--- src/rtl/muldiv_pkg.sv ---
//------------------------------------------------------------------------------
// Module   : muldiv_pkg
// Brief    : Shared types and constants for the HI/LO multiply/divide sequencer.
// Revision : 1.0 - initial release
//------------------------------------------------------------------------------
`default_nettype none

package muldiv_pkg;

   // Sequencer states
   typedef enum logic [1:0] {
      IDLE = 2'd0,
      RUN  = 2'd1,
      FIX  = 2'd2,
      DONE = 2'd3
   } state_t;

   // Operation select encoding on div_or_mult
   localparam logic OP_MULT = 1'b1;
   localparam logic OP_DIV  = 1'b0;

   // Default operand width and the matching iteration counter width
   localparam int WIDTH_DEFAULT = 32;
   localparam int CNT_W         = $clog2(WIDTH_DEFAULT + 1);

   // Iteration counter width for an arbitrary operand width
   function automatic int cnt_width(input int width);
      return $clog2(width + 1);
   endfunction

endpackage

`default_nettype wire

--- src/rtl/muldiv_step.sv ---
//------------------------------------------------------------------------------
// Module   : muldiv_step
// Brief    : One combinational iteration of the iterative arithmetic engine.
//            Mult: add-or-skip of the multiplicand magnitude into the upper
//            half, then shift the 2*WIDTH accumulator right by one.
//            Div : restoring trial subtract of the divisor from the shifted
//            remainder; the quotient bit shifts into the low half.
// Revision : 1.0 - initial release
//------------------------------------------------------------------------------
`default_nettype none

module muldiv_step
   import muldiv_pkg::*;
#(
   parameter int WIDTH = 32
) (
   input  logic             op,
   input  logic [WIDTH-1:0] acc_hi,
   input  logic [WIDTH-1:0] acc_lo,
   input  logic [WIDTH-1:0] operand,
   output logic [WIDTH-1:0] nxt_hi,
   output logic [WIDTH-1:0] nxt_lo
);

   logic [WIDTH:0] sum;
   logic [WIDTH:0] shifted;
   logic [WIDTH:0] trial;
   logic           fits;

   // Compute the next accumulator halves for the selected operation
   always_comb begin
      sum     = {1'b0, acc_hi} + {1'b0, operand};
      shifted = {acc_hi, acc_lo[WIDTH-1]};
      fits    = (shifted >= {1'b0, operand});
      trial   = shifted - {1'b0, operand};
      nxt_hi  = acc_hi;
      nxt_lo  = acc_lo;
      if (op == OP_MULT) begin
         // The carry out of the add becomes the new MSB after the shift
         if (acc_lo[0]) begin
            {nxt_hi, nxt_lo} = {sum, acc_lo[WIDTH-1:1]};
         end else begin
            {nxt_hi, nxt_lo} = {1'b0, acc_hi, acc_lo[WIDTH-1:1]};
         end
      end else begin
         // Remainder stays below the divisor, so WIDTH bits always suffice
         if (fits) begin
            nxt_hi = trial[WIDTH-1:0];
            nxt_lo = {acc_lo[WIDTH-2:0], 1'b1};
         end else begin
            nxt_hi = shifted[WIDTH-1:0];
            nxt_lo = {acc_lo[WIDTH-2:0], 1'b0};
         end
      end
   end

endmodule

`default_nettype wire

--- src/rtl/muldiv_seq.sv ---
//------------------------------------------------------------------------------
// Module   : muldiv_seq
// Brief    : Sequencer for the shared HI/LO resource. Runs a signed iterative
//            shift-add multiply or restoring divide over WIDTH cycles on operand
//            magnitudes, applies the sign fix-up, then drives HI/LO data and
//            write enables with a one-cycle done pulse.
//            Build option MULDIV_DIVZERO_EN: a divide by zero skips the
//            iterations, pulses done with div_zero and writes nothing.
// Revision : 1.0 - initial release
//------------------------------------------------------------------------------
`default_nettype none

module muldiv_seq
   import muldiv_pkg::*;
#(
   parameter int WIDTH = 32
) (
   input  logic             clk,
   input  logic             rst_n,
   input  logic             start,
   input  logic             div_or_mult,
   input  logic [WIDTH-1:0] a,
   input  logic [WIDTH-1:0] b,
   output logic             busy,
   output logic             done,
   output logic [WIDTH-1:0] hi,
   output logic [WIDTH-1:0] lo,
   output logic             hi_write,
   output logic             lo_write,
   output logic             div_zero
);

   localparam int CW = cnt_width(WIDTH);

   state_t             state;
   state_t             state_nxt;
   logic               op;
   logic               sign_a;
   logic               sign_b;
   logic [WIDTH-1:0]   operand;
   logic [WIDTH-1:0]   acc_hi;
   logic [WIDTH-1:0]   acc_lo;
   logic [CW-1:0]      cnt;

   logic [WIDTH-1:0]   a_mag;
   logic [WIDTH-1:0]   b_mag;
   logic [WIDTH-1:0]   step_hi;
   logic [WIDTH-1:0]   step_lo;
   logic [2*WIDTH-1:0] product;
   logic [2*WIDTH-1:0] product_neg;
   logic               skip;
   logic               dz;

   assign a_mag       = a[WIDTH-1] ? -a : a;
   assign b_mag       = b[WIDTH-1] ? -b : b;
   assign product     = {acc_hi, acc_lo};
   assign product_neg = -product;

`ifdef MULDIV_DIVZERO_EN
   assign skip     = (div_or_mult == OP_DIV) && (b == '0);

   // Remember whether the accepted request was a short-circuited divide by zero
   always_ff @(posedge clk or negedge rst_n) begin
      if (!rst_n) begin
         dz <= 1'b0;
      end else if ((state == IDLE) && start) begin
         dz <= skip;
      end
   end

   assign div_zero = (state == DONE) && dz;
`else
   assign skip     = 1'b0;
   assign dz       = 1'b0;
   assign div_zero = 1'b0;
`endif

   muldiv_step #(
      .WIDTH   (WIDTH)
   ) u_step (
      .op      (op),
      .acc_hi  (acc_hi),
      .acc_lo  (acc_lo),
      .operand (operand),
      .nxt_hi  (step_hi),
      .nxt_lo  (step_lo)
   );

   // State register
   always_ff @(posedge clk or negedge rst_n) begin
      if (!rst_n) begin
         state <= IDLE;
      end else begin
         state <= state_nxt;
      end
   end

   // Next-state decode and state-derived status outputs
   always_comb begin
      state_nxt = state;
      busy      = (state != IDLE);
      done      = 1'b0;
      hi_write  = 1'b0;
      lo_write  = 1'b0;
      case (state)
         IDLE: begin
            if (start) begin
               state_nxt = skip ? DONE : RUN;
            end
         end
         RUN: begin
            if (cnt == CW'(WIDTH - 1)) begin
               state_nxt = FIX;
            end
         end
         FIX: begin
            state_nxt = DONE;
         end
         DONE: begin
            done      = 1'b1;
            hi_write  = !dz;
            lo_write  = !dz;
            state_nxt = IDLE;
         end
         default: begin
            state_nxt = IDLE;
         end
      endcase
   end

   // Operand capture, iteration accumulators and sign fix-up into HI/LO
   always_ff @(posedge clk or negedge rst_n) begin
      if (!rst_n) begin
         op      <= OP_DIV;
         sign_a  <= 1'b0;
         sign_b  <= 1'b0;
         operand <= '0;
         acc_hi  <= '0;
         acc_lo  <= '0;
         cnt     <= '0;
         hi      <= '0;
         lo      <= '0;
      end else begin
         case (state)
            IDLE: begin
               if (start) begin
                  op     <= div_or_mult;
                  sign_a <= a[WIDTH-1];
                  sign_b <= b[WIDTH-1];
                  cnt    <= '0;
                  acc_hi <= '0;
                  if (div_or_mult == OP_MULT) begin
                     acc_lo  <= b_mag;
                     operand <= a_mag;
                  end else begin
                     acc_lo  <= a_mag;
                     operand <= b_mag;
                  end
               end
            end
            RUN: begin
               acc_hi <= step_hi;
               acc_lo <= step_lo;
               cnt    <= cnt + CW'(1);
            end
            FIX: begin
               if (op == OP_MULT) begin
                  {hi, lo} <= (sign_a ^ sign_b) ? product_neg : product;
               end else begin
                  lo <= (sign_a ^ sign_b) ? -acc_lo : acc_lo;
                  hi <= sign_a ? -acc_hi : acc_hi;
               end
            end
            default: begin
            end
         endcase
      end
   end

endmodule

`default_nettype wire

--- config.mk ---
export PLATFORM = sky130hd
export DESIGN_NAME = muldiv_seq
export DESIGN_NICKNAME = d
export VERILOG_FILES = /design/src/rtl/muldiv_pkg.sv /design/src/rtl/muldiv_step.sv /design/src/rtl/muldiv_seq.sv
export SDC_FILE = /design/constraint.sdc
export NUM_CORES = 1
export LEC_CHECK = 0
export ABC_AREA = 1
export CORE_MARGIN = 3
export CORE_UTILIZATION = 45
export CTS_CLUSTER_SIZE = 40
export DETAILED_ROUTE_END_ITERATION = 12
export DONT_BUFFER_PORTS = 1
export MAX_ROUTING_LAYER = met4
export PLACE_DENSITY = 0.63
export SLEW_MARGIN = 40
export SYNTH_ARGS = -nofsm -noshare
export SYNTH_HDL_FRONTEND = slang
export SYNTH_SLANG_ARGS = --single-unit
--- constraint.sdc ---
create_clock -name clk -period 2.7 [get_ports clk]
set_input_delay 0.81 -clock clk [delete_from_list [all_inputs] [get_ports clk]]
set_output_delay 0.81 -clock clk [all_outputs]
set_load 0.02 [all_outputs]
==> flow_summary.json <==
{
  "top_level_ports": 137,
  "endpoint_kind": "register",
  "syn_nets": 3183,
  "synth.ff_latch_count": 171,
  "fin_cells": 3639,
  "drive_gt1_share_pct": 8.20,
  "rsz0062_at_grt": "no",
  "track_usage_pct": 37.8,
  "cts.sinks": 171,
  "final.period_utilization_pct": 96.4,
  "setup_violations": 0,
  "tightestPinTransition_ns": 0.813,
  "wirelength_mm": 78.1,
  "vias_per_cell": 5.75,
  "relSlewSlack_pct": 45.8,
  "ys.warnings.count": 0,
  "fillers": 4161,
  "synth-edff-count": 0,
  "worstSetupPathDepth": 15,
  "critPathMostFrequentCell": "nand2_1",
  "yosysSeqAreaShare_pct": 23.9,
  "grt_pass1_wl_mm": 117,
  "final_core_util_pct": 51.3,
  "p_leak_nw": 10.3,
  "start_util_pct": 46.0,
  "dp.cells": 3605,
  "place_hpwl_mm": 63.8,
  "vias": 20941,
  "syn_area_mm2": 0.0179,
  "skew_ns": 0.0134,
  "fin_nets": 3251,
  "htreeDepth": 4,
  "clk_path_buf_depth": 2,
  "crit_arrival_ns": 2.96,
  "final.setup.worst_slack_ns": 0.0982,
  "power_density_mw_per_mm2": 1470,
  "cp_max_fo": 3,
  "synth_top_area_share_pct": 23.9,
  "cpLargestDelayFamily": "simple AND/OR/NAND/NOR gates",
  "fp.dieH_um": 206,
  "drv_slew": 0,
  "fin_crit_ns": 2.60,
  "final_cell_area_mm2": 0.0200,
  "routedWlPerCell_um": 21.5,
  "synth_cell_types": 56,
  "cts_hold_buffers": 0,
  "overflow": 0,
  "antenna_found_initial": 0,
  "drc": 0,
  "crit_path_max_incr_delay_ns": 0.44,
  "cts_tree": "yes",
  "gp_congestion": 1.11,
  "placed_cell_area_mm2": 0.0194,
  "syn2layout_area_growth_pct": 11.6,
  "hold_path_class": "input port to asynchronous set/reset pin",
  "core_region_area_mm2": 0.0390,
  "hold_viol": 0,
  "worst_path_max_delay_cell": "dfrtp_1",
  "critical_path.cell_chain": "ha_1 > inv_1 > fa_1 > nand2_1 > nand2_1 > nand3b_1 > nand2_1 > nand2_1 > nand2_1 > nand3_1 > nand3b_1 > nand2_1 > nand2_1 > nand4_1 > nand2_1",
  "root_buffer": "clkbuf_16",
  "ant_nets": 0,
  "cap_viol_max_count": 0,
  "worstPathRequired_ns": 3.06,
  "insertion_delay_ns": 0.47,
  "drtPass1Iterations": 6,
  "final_common_cell": "nand2_1",
  "final_cell_mix": "nand2_1, inv_1, nor2_1",
  "synth_top_cells_by_area": "dfrtp_1, nand2_1, inv_1, nor2_1, nand3_1",
  "clk_pin_slew_ns": 0.07,
  "async_flop_share_pct": 100,
  "num_rows": 72,
  "chipWidth_um": 206,
  "numPortBuffers": 0,
  "startpoint_type": "register",
  "pre_cts_ws_ns": -0.0741,
  "synth_area_leader_cell": "dfrtp_1",
  "reg2regPathDepth": 15,
  "ys.flop_type": "dfrtp_1",
  "seq_area_mm2": 0.00428,
  "cts_buffers": 17,
  "dieArea_mm2": 0.0423,
  "max_freq_ghz": 0.384,
  "worst-path-buf-inv": 1,
  "crit_type": "register to register",
  "antenna_cells": 0,
  "multiInputGateArea_mm2": 0.0118,
  "status": "finished, final reports clean",
  "grt_max_degree": 172,
  "drtIter0Drc": 2453,
  "grt_pass1_vias": 19621,
  "ir_drop_uv": 626,
  "syn_inst": 3040,
  "syn_area_per_cell_um2": 5.90
}
-- power by group --
group	switching, W	leakage, nW	internal, W
combinational	0.0142	7.95	0.00711
sequential	0.00181	2.08	0.00380
clock	0.00127	0.290	0.00134
total	0.0172	10.3	0.0123
-- cells in the mapped netlist, types with 34 or more instances --
master and instances:
o211ai_1 34, nand3_1 258, nand2_1 997, nand4_1 47, xor2_1 89, a21oi_1 169, dfrtp_1 171, inv_1 371
nor2_1 347, ha_1 73, o21ai_0 169, clkbuf_1 63
-- metrics by stage --
step | total power (W) | hold slack [ns] | setup TNS, ns
after floorplan | 0.0184 | 0.460 | 0
after global placement | 0.0261 | 0.477 | -0.0171
after detailed placement | 0.0262 | 0.518 | -0.0754
after CTS | 0.0289 | 0.0159 | 0
after global routing | 0.0317 | 0.0108 | 0
final | 0.0295 | 0.0323 | 0
-- flip-flops by register name (all words and copies together), names as in the netlist --
name	flops
acc_hi	32
acc_lo	32
cnt	6
hi	32
lo	32
op	1
operand	32
sign_a	1
sign_b	1
state	2
-- kinds of logic (layout without fill, tap and decap cells) --
family,count (synthesis),count (layout),synth area share (%)
flip-flops,171,171,23.9
other,1,1,0.0209
XOR/XNOR,104,104,5.08
adder cells (fa/ha/maj),75,75,5.32
AO/OA/AOI/OAI,466,466,14.6
AND/OR/NAND/NOR,1738,1738,40.6
buffers and inverters,485,566,10.5
-- repair_timing --
action | in CTS | in global routing
setup buffers | 0 | 2
endpoints found under the setup margin | 0 | 22
gates resized for setup | 0 | 10
-- worst paths after layout --
check,startpoint,end,slack (ns)
worst max-delay path,operand[0],acc_hi[18],0.1
worst min-delay path,rst_n,lo[3],0.03
worst max register to register,operand[0],acc_hi[18],0.1
worst min register to register,cnt[0],cnt[0],0.54
max in group asynchronous,rst_n,acc_hi[27],2.45
min in group clk,cnt[0],cnt[0],0.54
-- final cells by class --
cell class | count | area share, %
Clock inverter | 13 | 0.763
Tap cell | 518 | 3.24
Clock buffer | 19 | 2.21
Sequential cell | 171 | 21.4
Timing Repair Buffer | 155 | 6.26
Multi-Input combinational cell | 2384 | 59.0
Inverter | 379 | 7.11
-- per-layer routing --
metal	global-route usage (%)	up-vias	wire, um
met5	-	-	0
met4	15.6	0	3700
met3	8.50	185	8000
met2	57.4	1116	34000
met1	48.6	9714	32400
li1	-	9926	-
(Power assumes the default switching activity.)
